===== src/rtl/mskaes_128bits_inv_round_ctrl_if.sv =====
`default_nettype none
// ============================================================================
// Module      : mskaes_128bits_inv_round_ctrl_if
// Description : Handshake and datapath-control bundle between the masked
//               AES-128 inverse-round controller and its environment.
// Revision    : 1.0 - initial release
// ============================================================================
interface mskaes_128bits_inv_round_ctrl_if #(
  parameter int d = 2
);
  logic             in_valid;
  logic             in_ready;
  logic             out_valid;
  logic             out_ready;
  logic             load;
  logic             round_en;
  logic             last_round;
  logic [8*d-1:0]   sh_RCON;
  logic             rnd_req;
  logic             cleaning_on;
  logic [3:0]       round_idx;

  // Controller side: sequences the masked datapath.
  modport master (
    input  in_valid,
    input  out_ready,
    output in_ready,
    output out_valid,
    output load,
    output round_en,
    output last_round,
    output sh_RCON,
    output rnd_req,
    output cleaning_on,
    output round_idx
  );

  // Environment side: producer, consumer and datapath.
  modport slave (
    output in_valid,
    output out_ready,
    input  in_ready,
    input  out_valid,
    input  load,
    input  round_en,
    input  last_round,
    input  sh_RCON,
    input  rnd_req,
    input  cleaning_on,
    input  round_idx
  );
endinterface
`default_nettype wire


===== src/rtl/mskaes_128bits_inv_round_ctrl.sv =====
`default_nettype none
// ============================================================================
// Module      : mskaes_128bits_inv_round_ctrl
// Description : Round sequencer for a masked AES-128 decryption datapath.
//               Loads a block, runs 10 inverse rounds of LATENCY cycles each,
//               presents the result, then flushes the masked pipeline with
//               shared zeros before accepting the next block.
// Revision    : 1.0 - initial release
// ============================================================================
module mskaes_128bits_inv_round_ctrl #(
  parameter int d       = 2,
  parameter int LATENCY = 4
) (
  input  wire logic                       clk,
  input  wire logic                       rst_n,
  mskaes_128bits_inv_round_ctrl_if.master bus
);

  // LATENCY must fit the 4-bit latency counter.
  generate
    if (LATENCY < 1 || LATENCY > 15) begin : g_latency_check
      $error("LATENCY must be in 1..15");
    end
  endgenerate

  typedef enum logic [2:0] {
    IDLE  = 3'd0,
    LOAD  = 3'd1,
    ROUND = 3'd2,
    DONE  = 3'd3,
    CLEAN = 3'd4
  } state_t;

  localparam logic [3:0] LAT_MAX   = 4'(LATENCY - 1);
  localparam logic [3:0] ROUNDS    = 4'd10;
  localparam logic [7:0] RCON_INIT = 8'h36;

  state_t     state;
  state_t     state_nxt;
  logic [3:0] round_cnt;
  logic [3:0] lat_cnt;
  logic [7:0] rcon;
  logic       lat_last;

  assign lat_last = (lat_cnt == LAT_MAX);

  // Inverse of xtime in GF(2^8): walks the key-schedule constants backwards.
  function automatic logic [7:0] inv_xtime(input logic [7:0] r);
    return r[0] ? ((r >> 1) ^ 8'h8D) : (r >> 1);
  endfunction

  // State register.
  always_ff @(posedge clk or negedge rst_n) begin
    if (!rst_n) state <= IDLE;
    else        state <= state_nxt;
  end

  // Next-state decode and per-state datapath controls.
  always_comb begin
    state_nxt       = state;
    bus.in_ready    = 1'b0;
    bus.out_valid   = 1'b0;
    bus.load        = 1'b0;
    bus.round_en    = 1'b0;
    bus.last_round  = 1'b0;
    bus.sh_RCON     = '0;
    bus.rnd_req     = 1'b0;
    bus.cleaning_on = 1'b0;
    bus.round_idx   = 4'd0;
    case (state)
      IDLE: begin
        bus.in_ready = 1'b1;
        if (bus.in_valid) state_nxt = LOAD;
      end
      LOAD: begin
        bus.load  = 1'b1;
        state_nxt = ROUND;
      end
      ROUND: begin
        bus.rnd_req      = 1'b1;
        bus.round_idx    = round_cnt;
        bus.sh_RCON[7:0] = rcon;
        bus.last_round   = (round_cnt == 4'd1);
        bus.round_en     = lat_last;
        if (lat_last && round_cnt == 4'd1) state_nxt = DONE;
      end
      DONE: begin
        bus.out_valid = 1'b1;
        if (bus.out_ready) state_nxt = CLEAN;
      end
      CLEAN: begin
        bus.cleaning_on = 1'b1;
        bus.rnd_req     = 1'b1;
        if (lat_last) state_nxt = IDLE;
      end
      default: state_nxt = IDLE;
    endcase
  end

  // Round counter, latency counter and round-constant register.
  always_ff @(posedge clk or negedge rst_n) begin
    if (!rst_n) begin
      round_cnt <= 4'd0;
      lat_cnt   <= 4'd0;
      rcon      <= RCON_INIT;
    end else begin
      case (state)
        LOAD: begin
          round_cnt <= ROUNDS;
          lat_cnt   <= 4'd0;
          rcon      <= RCON_INIT;
        end
        ROUND: begin
          if (lat_last) begin
            lat_cnt   <= 4'd0;
            rcon      <= inv_xtime(rcon);
            round_cnt <= round_cnt - 4'd1;
          end else begin
            lat_cnt <= lat_cnt + 4'd1;
          end
        end
        DONE:    lat_cnt <= 4'd0;
        CLEAN:   lat_cnt <= lat_last ? 4'd0 : lat_cnt + 4'd1;
        default: ;
      endcase
    end
  end

endmodule
`default_nettype wire


===== src/flat_wrapper.sv =====
// flat-port wrapper written by rule: the top's interface ports become plain ports
module mskaes_128bits_inv_round_ctrl_flat 
#(
  parameter int d       = 2,
  parameter int LATENCY = 4
)
  (clk, rst_n, bus_in_valid, bus_out_ready, bus_in_ready, bus_out_valid, bus_load, bus_round_en, bus_last_round, bus_sh_RCON, bus_rnd_req, bus_cleaning_on, bus_round_idx);
  mskaes_128bits_inv_round_ctrl_if #(.d(d)) bus_i ();
  input  wire logic clk;
  input  wire logic rst_n;
  input wire logic [$bits(bus_i.in_valid)-1:0] bus_in_valid;
  input wire logic [$bits(bus_i.out_ready)-1:0] bus_out_ready;
  output wire logic [$bits(bus_i.in_ready)-1:0] bus_in_ready;
  output wire logic [$bits(bus_i.out_valid)-1:0] bus_out_valid;
  output wire logic [$bits(bus_i.load)-1:0] bus_load;
  output wire logic [$bits(bus_i.round_en)-1:0] bus_round_en;
  output wire logic [$bits(bus_i.last_round)-1:0] bus_last_round;
  output wire logic [$bits(bus_i.sh_RCON)-1:0] bus_sh_RCON;
  output wire logic [$bits(bus_i.rnd_req)-1:0] bus_rnd_req;
  output wire logic [$bits(bus_i.cleaning_on)-1:0] bus_cleaning_on;
  output wire logic [$bits(bus_i.round_idx)-1:0] bus_round_idx;
  assign bus_i.in_valid = bus_in_valid;
  assign bus_i.out_ready = bus_out_ready;
  assign bus_in_ready = bus_i.in_ready;
  assign bus_out_valid = bus_i.out_valid;
  assign bus_load = bus_i.load;
  assign bus_round_en = bus_i.round_en;
  assign bus_last_round = bus_i.last_round;
  assign bus_sh_RCON = bus_i.sh_RCON;
  assign bus_rnd_req = bus_i.rnd_req;
  assign bus_cleaning_on = bus_i.cleaning_on;
  assign bus_round_idx = bus_i.round_idx;
  mskaes_128bits_inv_round_ctrl #(.d(d), .LATENCY(LATENCY)) u_core (.clk(clk), .rst_n(rst_n), .bus(bus_i));
endmodule

===== config.mk =====
export PLATFORM = sky130hd
export DESIGN_NAME = mskaes_128bits_inv_round_ctrl_flat
export DESIGN_NICKNAME = d
export VERILOG_FILES = /design/src/rtl/mskaes_128bits_inv_round_ctrl_if.sv /design/src/rtl/mskaes_128bits_inv_round_ctrl.sv /design/src/flat_wrapper.sv
export SDC_FILE = /design/constraint.sdc
export NUM_CORES = 1
export LEC_CHECK = 0
export ABC_AREA = 0
export CAP_MARGIN = 40
export CORE_ASPECT_RATIO = 1.2
export CORE_UTILIZATION = 40
export DETAILED_ROUTE_END_ITERATION = 8
export PLACE_DENSITY = 0.72
export SYNTH_ARGS = -nofsm -noshare
export SYNTH_HDL_FRONTEND = slang
export SYNTH_SLANG_ARGS = --single-unit

===== constraint.sdc =====
create_clock -name clk -period 3.27 [get_ports clk]
set_input_delay 0.654 -clock clk [delete_from_list [all_inputs] [get_ports clk]]
set_output_delay 0.654 -clock clk [all_outputs]
set_load 0.01 [all_outputs]

==> impl_results.rst <==
.. list-table::
   :header-rows: 1

   * - Metric
     - Value
   * - Overflow after GRT
     - 0
   * - Run status
     - complete, no violations
   * - Antenna viol nets, final
     - 0
   * - Path type of the worst setup path
     - reg2out
   * - Post-synth cell types
     - 42
   * - Initial core utilization
     - 41.8%
   * - Fraction of synthesis flops using an asynchronous set or reset pin
     - 100%
   * - Time the final worst path needs with I/O delays and setup
     - 2.87 ns
   * - Core region area
     - 3060 um2
   * - First-pass GRT wire length
     - 4600 um
   * - Die boundary height
     - 63.9 um
   * - Clock buffer count from CTS
     - 3
   * - Register cell area after layout
     - 480 um2
   * - Post-route clock period utilization
     - 87.7%
   * - Share of Yosys cell area claimed by the top area cell type
     - 29.4%
   * - Iter 0 DRT Violations
     - 22
   * - Depth of the CTS H-tree
     - 1
   * - Register bit total from synthesis
     - 19
   * - Combined area of the multi-input logic cells
     - 656 um2
   * - Routing usage on met3
     - 2.14%
   * - Largest net degree at the start of global routing
     - 21
   * - Die Wd
     - 53.6 um
   * - Number of clock sinks
     - 19
   * - Worst slew pin tran
     - 0.585 ns
   * - Sequential element share of the synthesized area
     - 37.6%
   * - Relative slew slack
     - 61.0%
   * - Number of hold buffers added after cts
     - 0
   * - P&R area growth vs syn
     - 17.8%
   * - Routing layer with the top usage in global route
     - met2
   * - Clock transition at the register clock pins on the worst setup and hold paths after CTS
     - 0.11 ns
   * - DRC Markers
     - 0
   * - Total leakage power
     - 0.648 nW
   * - Grt met1 use
     - 23.1%
   * - Yosys warning total
     - 0
   * - Utilization after layout
     - 49.2%
   * - Biggest area consumer among synthesized cells
     - sky130_fd_sc_hd__dfrtp_1
   * - Power density over the cells
     - 958 nW/um2
   * - Endpoints failing setup
     - 0
   * - Detail-routed via count per cell
     - 5.40
   * - Synthesized area per cell
     - 9.05 um2
   * - Master cell of the clock root buffer
     - sky130_fd_sc_hd__clkbuf_4
   * - Final GP Congestion
     - 0.835
   * - Initial antenna violation count
     - 0
   * - Drt pass-1 iters
     - 4
   * - Overall via count from detail_route
     - 1058
   * - Number of global-route vias before repair
     - 991
   * - Max Root-Sink Buffers
     - 2
   * - Fraction of layout instances using a drive strength above 1
     - 10.6%
   * - Primary flip-flop cell chosen by synthesis mapping
     - sky130_fd_sc_hd__dfrtp_1
   * - Ant diodes
     - 0
   * - Placed Instances
     - 189
   * - Port Buffer Count
     - 22
   * - Std-Cell Rows
     - 22
   * - Fin Hold WS
     - 0.541 ns
   * - Latest clock arrival within the worst-skew pair
     - 0.29 ns
   * - Routed length per placed instance
     - 13.8 um
   * - CP startpoint kind
     - flip-flop
   * - Number of endpoints with negative hold slack in the final report
     - 0
   * - Cells taking the most area after synthesis
     - sky130_fd_sc_hd__dfrtp_1 (29%), sky130_fd_sc_hd__dfstp_2 (8.2%), sky130_fd_sc_hd__buf_4 (5.9%)
   * - Synthesized area
     - 1280 um2
   * - Number of cells produced by synthesis
     - 141
   * - Nets
     - 168
   * - Kind of end point of the critical path
     - output pin
   * - Final routed wirelength across all metal layers
     - 2710 um
   * - VDD IR-drop max
     - 571 uV
   * - Layout filler cell count
     - 305
   * - RSZ-0062 raised after global routing
     - no
   * - Final std cells w/o fill
     - 196
   * - Setup Total Neg Slack
     - 0 ns
   * - Routing usage on met2
     - 30.6%
   * - Count of pins on the block boundary
     - 31
   * - EDFF count, synth
     - 0
   * - Total routing resource utilization after global routing
     - 18.4%
   * - Area of the die
     - 3420 um2
   * - Tightest Hold Check Type
     - reg2reg
   * - Max Clock Skew
     - 0.00304 ns
   * - Data arrival at the endpoint of the critical path
     - 2.21 ns
   * - Final slew viol count
     - 0
   * - Clock tree from TritonCTS
     - done
   * - Maxcap violations
     - 0
   * - Critical Path Fanout Max
     - 20
   * - Fmax
     - 349 MHz
   * - Required time of the critical path
     - 2.62 ns
   * - DPL Wire Length
     - 2000 um
==> cell families after synthesis <==
logic type,synth area share (%)
simple gates,27.0
compound gates,15.5
buf+inv,13.0
flops,37.6
fa+ha+maj,2.94
xor+xnor,2.06
mux,1.57
other cells,0.294
==> final cells by class <==
cell class | count | share of cell area (%)
sequential | 19 | 31.9
timing repair buffer | 26 | 17.1
multi-input combinational | 102 | 43.6
tap | 36 | 3.00
clock buffer | 4 | 1.75
inverter | 9 | 2.58
==> cell usage in the layout (no fill, tap or decap), types with 4 or more instances in the layout <==
master                            Yosys  layout
sky130_fd_sc_hd__clkdlybuf4s50_1      0      22
sky130_fd_sc_hd__nor2_1              12      12
sky130_fd_sc_hd__nor3_1               8       8
sky130_fd_sc_hd__dfstp_2              4       4
sky130_fd_sc_hd__a21oi_1              4       4
sky130_fd_sc_hd__nand2_1              5       5
sky130_fd_sc_hd__inv_1                8       8
sky130_fd_sc_hd__and2_1              11      11
sky130_fd_sc_hd__o211ai_1             4       4
sky130_fd_sc_hd__nand3_1              6       6
sky130_fd_sc_hd__dfrtp_1             15      15
sky130_fd_sc_hd__conb_1               1       8
==> state kept, by name, summed over array words and instances (netlist names) <==
register          count
u_core.round_cnt      4
u_core.lat_cnt        4
u_core.state          3
u_core.rcon           8
==> worst max-delay path, cell delays in order (launching register included) <==
cell and delay, ns:
sky130_fd_sc_hd__dfrtp_1 0.61, sky130_fd_sc_hd__or3b_1 0.64, sky130_fd_sc_hd__clkinv_4 0.14, sky130_fd_sc_hd__clkdlybuf4s50_1 0.53
==> synthesized netlist by cell type (2+ instances only) <==
library cell,number
sky130_fd_sc_hd__and3_1,2
sky130_fd_sc_hd__o211ai_1,4
sky130_fd_sc_hd__ha_1,3
sky130_fd_sc_hd__xnor2_1,2
sky130_fd_sc_hd__o22ai_1,3
sky130_fd_sc_hd__and2_1,11
sky130_fd_sc_hd__nor3_1,8
sky130_fd_sc_hd__dfstp_2,4
sky130_fd_sc_hd__a32oi_1,2
sky130_fd_sc_hd__nand3_1,6
sky130_fd_sc_hd__nand3b_1,3
sky130_fd_sc_hd__dfrtp_1,15
sky130_fd_sc_hd__nand2_1,5
sky130_fd_sc_hd__a21oi_1,4
sky130_fd_sc_hd__o21ai_0,2
sky130_fd_sc_hd__nand2b_1,2
sky130_fd_sc_hd__o2bb2ai_1,2
sky130_fd_sc_hd__o21ai_1,3
sky130_fd_sc_hd__inv_1,8
sky130_fd_sc_hd__mux2i_1,2
sky130_fd_sc_hd__nor2_1,12
sky130_fd_sc_hd__buf_4,10
sky130_fd_sc_hd__buf_6,2
sky130_fd_sc_hd__nor3b_4,2
sky130_fd_sc_hd__or3b_1,2
sky130_fd_sc_hd__buf_2,6
==> final timing paths <==
path / start / end / slack, ns / cells after the start
setup / recovery: u_core.state[2] / bus_load / 0.40 / 3
hold / removal: u_core.rcon[5] / u_core.rcon[5] / 0.54 / 2
setup reg to reg: u_core.state[2] / u_core.round_cnt[1] / 1.55 / 4
hold reg to reg: u_core.rcon[5] / u_core.rcon[5] / 0.54 / 2
max in group asynchronous: rst_n / u_core.rcon[1] / 2.11 / 2
min in group asynchronous: rst_n / u_core.round_cnt[0] / 0.65 / 1
==> power breakdown <==
group / switching [mW] / leakage (nW) / total (mW) / internal, mW
sequential: 0.133 / 0.232 / 0.473 / 0.340
clock: 0.0699 / 0.0150 / 0.117 / 0.0474
combinational: 0.399 / 0.401 / 0.850 / 0.452
==> routing by layer <==
layer  vias up  part of all wire (%)
li1        524                     -
met1       499                    43
met2        31                    52
met3         4                   3.6
met4         0                   1.7
met5         -                     0
==> per-stage QoR <==
stage | setup slack [ns] | power (mW) | area (um2)
final | 0.401 | 1.44 | 1500
after global routing | 0.253 | 1.57 | 1500
after detailed placement | 0.513 | 1.29 | 1460
after floorplan | 1.42 | 1.02 | 1300
after CTS | 0.184 | 1.41 | 1480
after global placement | 0.620 | 1.27 | 1440
==> what timing repair did <==
item | 4_1_cts | 5_1_grt
endpoints found under the setup margin | 0 | 1
buffers inserted | 0 | 3
gates resized for setup | 0 | 0
No activity file was read; power rests on OpenSTA's default activity.
